## src/rtl/seg_scan_monitor.sv

```systemverilog
// Decodes a multiplexed 6-digit 7-segment bus back into 5-bit digit codes and publishes whole frames.
// Define SEGMON_DP_EN to capture and publish the decimal-point bit (seg_data[7]) per digit.
module seg_scan_monitor #(
  parameter int STABLE_CYC  = 16,
  parameter int TIMEOUT_CYC = 1048576
) (
  input  logic        clk,
  input  logic        rst,
  input  logic [7:0]  seg_data,
  input  logic [5:0]  seg_cs,
  output logic [29:0] frame,
  output logic [5:0]  dp,
  output logic        frame_valid,
  output logic        frame_changed,
  output logic        err,
  output logic        stale
);

  localparam int SW = $clog2(STABLE_CYC + 1);
  localparam int TW = $clog2(TIMEOUT_CYC + 1);
`ifdef SEGMON_DP_EN
  localparam int SEG_W = 8;
`else
  localparam int SEG_W = 7;
  logic unused_dp_bit;
  assign unused_dp_bit = seg_data[7];
`endif

  typedef enum logic [1:0] {IDLE, COLLECT, PUBLISH} state_t;

  logic [SEG_W-1:0] seg_reg, seg_prev_reg;
  logic [5:0]       cs_reg, cs_prev_reg;
  logic [SW-1:0]    stab_reg, stab_next;
  logic [TW-1:0]    to_cnt_reg;
  logic [2:0]       low_cnt, slot;
  logic             single_low, multi_low, same_sample, capture, bad_code;
  logic [4:0]       code;
  logic [5:0]       slot_we;
  logic [29:0]      shadow_reg, frame_reg;
  logic [5:0]       mask_reg, mask_next;
  state_t           state_reg, state_next;
  logic             valid_reg, changed_reg, err_reg, first_reg, frame_diff;

  // Input stage: every decision below uses these registered copies.
  always_ff @(posedge clk) begin
    if (rst) begin
      seg_reg      <= '0;
      seg_prev_reg <= '0;
      cs_reg       <= '1;
      cs_prev_reg  <= '1;
    end else begin
      seg_reg      <= seg_data[SEG_W-1:0];
      seg_prev_reg <= seg_reg;
      cs_reg       <= seg_cs;
      cs_prev_reg  <= cs_reg;
    end
  end

  always_comb begin
    low_cnt = '0;
    slot    = '0;
    for (int i = 0; i < 6; i++) begin
      if (!cs_reg[i]) begin
        low_cnt = low_cnt + 3'd1;
        slot    = 3'(i);
      end
    end
  end

  assign single_low  = (low_cnt == 3'd1);
  assign multi_low   = (low_cnt >= 3'd2);
  assign same_sample = (cs_reg == cs_prev_reg) && (seg_reg == seg_prev_reg);

  always_comb begin
    stab_next = '0;
    if (single_low) begin
      if (!same_sample)
        stab_next = SW'(1);
      else if (stab_reg == SW'(STABLE_CYC))
        stab_next = stab_reg;
      else
        stab_next = stab_reg + SW'(1);
    end
  end

  // Fires only on the transition into the saturated count, so once per dwell.
  assign capture = single_low && (stab_next == SW'(STABLE_CYC)) && (stab_reg != SW'(STABLE_CYC));

  always_comb begin
    unique case (~seg_reg[6:0])
      7'h3F: code = 5'h00;
      7'h06: code = 5'h01;
      7'h5B: code = 5'h02;
      7'h4F: code = 5'h03;
      7'h66: code = 5'h04;
      7'h6D: code = 5'h05;
      7'h7D: code = 5'h06;
      7'h07: code = 5'h07;
      7'h7F: code = 5'h08;
      7'h6F: code = 5'h09;
      7'h77: code = 5'h0A;
      7'h7C: code = 5'h0B;
      7'h39: code = 5'h0C;
      7'h5E: code = 5'h0D;
      7'h79: code = 5'h0E;
      7'h71: code = 5'h0F;
      7'h00: code = 5'h10;
      default: code = 5'h1F;
    endcase
  end
  assign bad_code = (code == 5'h1F);

  generate
    for (genvar gi = 0; gi < 6; gi++) begin : g_slot_we
      assign slot_we[gi] = capture && (slot == 3'(gi));
    end
  endgenerate

  always_ff @(posedge clk) begin
    if (rst) begin
      shadow_reg <= '0;
    end else begin
      for (int i = 0; i < 6; i++)
        if (slot_we[i]) shadow_reg[i*5 +: 5] <= code;
    end
  end

  // A capture during PUBLISH lands in the freshly cleared mask.
  always_comb begin
    state_next = state_reg;
    mask_next  = mask_reg;
    case (state_reg)
      IDLE: begin
        if (capture) begin
          mask_next  = slot_we;
          state_next = COLLECT;
        end
      end
      COLLECT: begin
        mask_next = mask_reg | slot_we;
        if (mask_next == 6'h3F) state_next = PUBLISH;
      end
      PUBLISH: begin
        mask_next  = slot_we;
        state_next = COLLECT;
      end
      default: begin
        mask_next  = '0;
        state_next = IDLE;
      end
    endcase
  end

`ifdef SEGMON_DP_EN
  logic [5:0] shadow_dp_reg, dp_reg;
  always_ff @(posedge clk) begin
    if (rst) begin
      shadow_dp_reg <= '0;
      dp_reg        <= '0;
    end else begin
      for (int i = 0; i < 6; i++)
        if (slot_we[i]) shadow_dp_reg[i] <= ~seg_reg[7];
      if (state_reg == PUBLISH) dp_reg <= shadow_dp_reg;
    end
  end
  assign frame_diff = (shadow_reg != frame_reg) || (shadow_dp_reg != dp_reg);
  assign dp         = dp_reg;
`else
  assign frame_diff = (shadow_reg != frame_reg);
  assign dp         = 6'h00;
`endif

  always_ff @(posedge clk) begin
    if (rst) begin
      state_reg   <= IDLE;
      mask_reg    <= '0;
      stab_reg    <= '0;
      to_cnt_reg  <= '0;
      frame_reg   <= '0;
      valid_reg   <= 1'b0;
      changed_reg <= 1'b0;
      err_reg     <= 1'b0;
      first_reg   <= 1'b1;
    end else begin
      state_reg   <= state_next;
      mask_reg    <= mask_next;
      stab_reg    <= stab_next;
      valid_reg   <= 1'b0;
      changed_reg <= 1'b0;
      err_reg     <= err_reg | multi_low | (capture & bad_code);
      if (capture)
        to_cnt_reg <= '0;
      else if (to_cnt_reg != TW'(TIMEOUT_CYC))
        to_cnt_reg <= to_cnt_reg + TW'(1);
      if (state_reg == PUBLISH) begin
        frame_reg   <= shadow_reg;
        valid_reg   <= 1'b1;
        changed_reg <= first_reg | frame_diff;
        first_reg   <= 1'b0;
      end
    end
  end

  assign frame         = frame_reg;
  assign frame_valid   = valid_reg;
  assign frame_changed = changed_reg;
  assign err           = err_reg;
  assign stale         = (to_cnt_reg == TW'(TIMEOUT_CYC));

endmodule

```

## config.mk

```make
export PLATFORM = sky130hd
export DESIGN_NAME = seg_scan_monitor
export DESIGN_NICKNAME = d
export VERILOG_FILES = /design/src/rtl/seg_scan_monitor.sv
export SDC_FILE = /design/constraint.sdc
export NUM_CORES = 1
export LEC_CHECK = 0
export BUFFER_PORTS_ARGS = -buffer_cell sky130_fd_sc_hd__buf_2
export CAP_MARGIN = 30
export CORE_MARGIN = 2
export CORE_UTILIZATION = 59
export CTS_CLUSTER_DIAMETER = 40
export CTS_CLUSTER_SIZE = 8
export DETAILED_ROUTE_END_ITERATION = 8
export GPL_ROUTABILITY_DRIVEN = 0
export PLACE_DENSITY = 0.81
export SETUP_SLACK_MARGIN = 0.1
export SYNTH_ARGS = -nofsm -noshare
export SYNTH_HDL_FRONTEND = slang
export SYNTH_SLANG_ARGS = --single-unit
export TNS_END_PERCENT = 1
```

## constraint.sdc

```tcl
create_clock -name clk -period 4.95 [get_ports clk]
set_clock_uncertainty 0.1 [all_clocks]
set_input_delay 0.2475 -clock clk [delete_from_list [all_inputs] [get_ports clk]]
set_output_delay 0.2475 -clock clk [all_outputs]
set_load 0.01 [all_outputs]
```

==> impl_metrics.json <==
{
  "status": "complete, no violations",
  "dp.cells": 827,
  "min_to": "shadow_reg[13]$_SDFFE_PP0P_",
  "final_cell_mix": "124 x dfxtp_1, 82 x nand2_1, 78 x nor2_1, 48 x buf_2, 45 x a21oi_1",
  "min_from": "rst",
  "antenna_found_initial": 0,
  "cts-root-buf": "clkbuf_8",
  "crit_buf_inv": 1,
  "clock_latency_ps": 510,
  "final_util_pct": 71.7,
  "synth_flop_cell": "dfxtp_1",
  "grt_usage_pct": 25.9,
  "cp_slowest_stage_delay_ps": 620,
  "finalHoldViolCount": 0,
  "syn_area_per_cell_um2": 8.62,
  "reg2reg_to": "mask_reg[3]$_SDFFE_PP0P_",
  "detail_route.wl_per_cell_um": 15.6,
  "multi_input_area_um2": 3120,
  "p_sw_share_pct": 21.8,
  "worst_pin_slew_ps": 1070,
  "h-tree-depth": 4,
  "port-buffer-count": 48,
  "synth_edf_count": 0,
  "final_common_cell": "dfxtp_1",
  "async_flop_share_pct": 0,
  "cpMostUsedCell": "ha_1",
  "finalNetCount": 753,
  "start_util_pct": 60.4,
  "nFillCells": 704,
  "cts_sinks": 124,
  "die_x_um": 104,
  "power_density_nw_per_um2": 364,
  "vdd_drop_max_v": 0.000286,
  "startpoint_type": "register",
  "die_h_um": 104,
  "crit_fanout": 5,
  "grt_pass1_wl_um": 22700,
  "grt_start_max_net_pins": 59,
  "via_count": 4974,
  "n_antenna_cell": 0,
  "drcViolationCount": 0,
  "whs_ps": 203,
  "areaGrowthSynthToFinish_pct": 18.8,
  "synthesis.area_um2": 5850,
  "slowest_stage": "or4_4",
  "clkTransAtPathRegs_ps": 60,
  "synth_top_area_share_pct": 42.5,
  "first_iter_violations": 400,
  "core_area_um2": 9680,
  "synth_top_cell_by_area": "dfxtp_1",
  "synth_cell_types": 65,
  "syn_inst": 678,
  "drtAntennaViolNets": 0,
  "yosysSeqAreaShare_pct": 42.5,
  "cts_tree": "built",
  "pin_count": 56,
  "hpwl_um": 8800,
  "clockBufferDepth": 2,
  "hp-class": "in -> reg",
  "rows": 36,
  "worst-setup-path-type": "reg -> reg",
  "r2r_start": "cs_reg[1]$_SDFF_PP1_",
  "path_cells": "inv_1 -> ha_1 -> xnor2_1 -> ha_1 -> nor2b_1 -> a21o_1 -> ha_1 -> mux2i_1 -> o21ai_0 -> ha_1 -> nor2b_1 -> xnor2_1 -> xnor2_1 -> or4_4 -> o21ai_2 -> o22ai_1 -> a2111oi_2",
  "cp-end-kind": "register",
  "power_switching_mw": 0.550,
  "fin_cells": 874,
  "worstPathArrival_ps": 4930,
  "tns_ps": 0,
  "ff_latch_area_um2": 2480,
  "r2r_cells": 17,
  "fmax_mhz": 216,
  "p_leak_nw": 2.67,
  "rsz0062_at_grt": "true",
  "die-area_um2": 10700,
  "slew_headroom_pct": 28.7,
  "cp_data_required_time_ps": 5240,
  "setup_viol": 0,
  "synth-seq-cells": 124,
  "holdPathStages": 2,
  "seq_power_share_pct": 41.2,
  "drive_above_1_share_pct": 16.2,
  "drtPass1Iterations": 5,
  "grt_pass1_vias": 4885,
  "p_int_mw": 1.97,
  "numCtsBuffers": 17,
  "ys_warn_count": 0,
  "reg2reg_slack_ps": 310,
  "drt-total-wl_um": 13700,
  "comb_power_share_pct": 6.3,
  "netlist_top_cells_area": "dfxtp_1 42%, xnor2_1 5.5%, nand2_1 5.3%, nor2_1 5.1%, xor2_1 4.8%",
  "pwr-share-clk_pct": 52.4,
  "post-route-min-period_ps": 4640,
  "min_period_over_period_pct": 93.7,
  "viasPerCell": 5.69,
  "maxSlewViolCount": 0,
  "maxCapViolCount": 0,
  "critPathTopFamily": "adder cells",
  "grt-ovfl-total": 0
}
==> routing by layer <==
metal	up-vias	global-route usage [%]	routed length [µm]
met3	33	6.10	830
met4	0	8.40	259
met2	177	46.6	7130
met5	-	0	0
met1	2357	30.5	5450
li1	2407	-	-
==> cell families (layout without fill, tap and decap cells) <==
kind of cell / after synthesis / after routing / synth area share [%]
buffers and inverters: 64 / 122 / 4.73
multiplexers: 13 / 13 / 2.38
XOR/XNOR: 71 / 71 / 11.0
adder cells (fa/ha/maj): 9 / 9 / 1.93
AO/OA/AOI/OAI: 108 / 108 / 12.4
flip-flops: 124 / 124 / 42.5
other: 1 / 6 / 0.0642
AND/OR/NAND/NOR: 288 / 288 / 25.0
==> per-stage QoR <==
stage / power, mW / instance area (µm²) / setup slack (ps)
floorplan: 1.17 / 5860 / 807
global placement: 1.20 / 6120 / 522
detailed placement: 1.21 / 6140 / 264
CTS: 2.53 / 6910 / 214
global route: 2.60 / 6940 / 14.1
finish: 2.52 / 6940 / 311
==> power by group through the flow <==
stage                     clock network [mW]  logic (mW)  registers (mW)
after global routing                    1.38       0.178            1.04
after CTS                               1.33       0.157            1.04
after floorplan                            0       0.127            1.05
after detailed placement                   0       0.146            1.06
final                                   1.32       0.160            1.04
after global placement                     0       0.140            1.06
==> how the worst max path moves through the flow <==
stage                              start                          end  slack (ps)  cells past startpoint
detailed placement  cs_reg[1]$_SDFF_PP1_     mask_reg[2]$_SDFFE_PP0P_         260                     18
global route        cs_reg[1]$_SDFF_PP1_   to_cnt_reg[5]$_SDFFE_PP0N_          10                     18
global placement    cs_reg[1]$_SDFF_PP1_     mask_reg[2]$_SDFFE_PP0P_         520                     18
floorplan           cs_reg[1]$_SDFF_PP1_  shadow_reg[25]$_SDFFE_PP0P_         810                     17
finish              cs_reg[1]$_SDFF_PP1_     mask_reg[3]$_SDFFE_PP0P_         310                     17
CTS                 cs_reg[1]$_SDFF_PP1_     mask_reg[2]$_SDFFE_PP0P_         210                     18
==> cell type report <==
cell class	count	share of cell area, %
clock inverters	11	2.74
inverters	20	1.08
multi-input cells	495	45.0
clock buffers	21	6.47
repair buffers	70	6.60
flip-flops and latches	124	35.8
well taps	133	2.40
==> Yosys cell counts, types with 5 or more instances <==
| cell | instances |
|---|---|
| or2_2 | 13 |
| buf_4 | 6 |
| nor3_1 | 10 |
| and3_1 | 11 |
| nor2b_1 | 22 |
| nand2_1 | 82 |
| dfxtp_1 | 124 |
| ha_1 | 9 |
| clkbuf_1 | 32 |
| xnor2_1 | 37 |
| o21ai_0 | 9 |
| nand4_1 | 11 |
| mux2i_1 | 8 |
| nor4_1 | 9 |
| and2_1 | 7 |
| inv_1 | 19 |
| buf_2 | 5 |
| nor2_1 | 79 |
| xor2_1 | 32 |
| a211oi_1 | 24 |
| nand3_1 | 13 |
| a21oi_1 | 45 |
| nand3b_1 | 5 |
==> timing repair <==
| action | 4_1_cts | 5_1_grt |
|---|---|---|
| endpoints found under the hold margin | 13 | 0 |
| buffers inserted | 0 | 2 |
| resized for setup | 0 | 2 |
| setup endpoints to repair | 0 | 39 |
| hold buffers | 13 | 0 |
(Power assumes the default switching activity.)
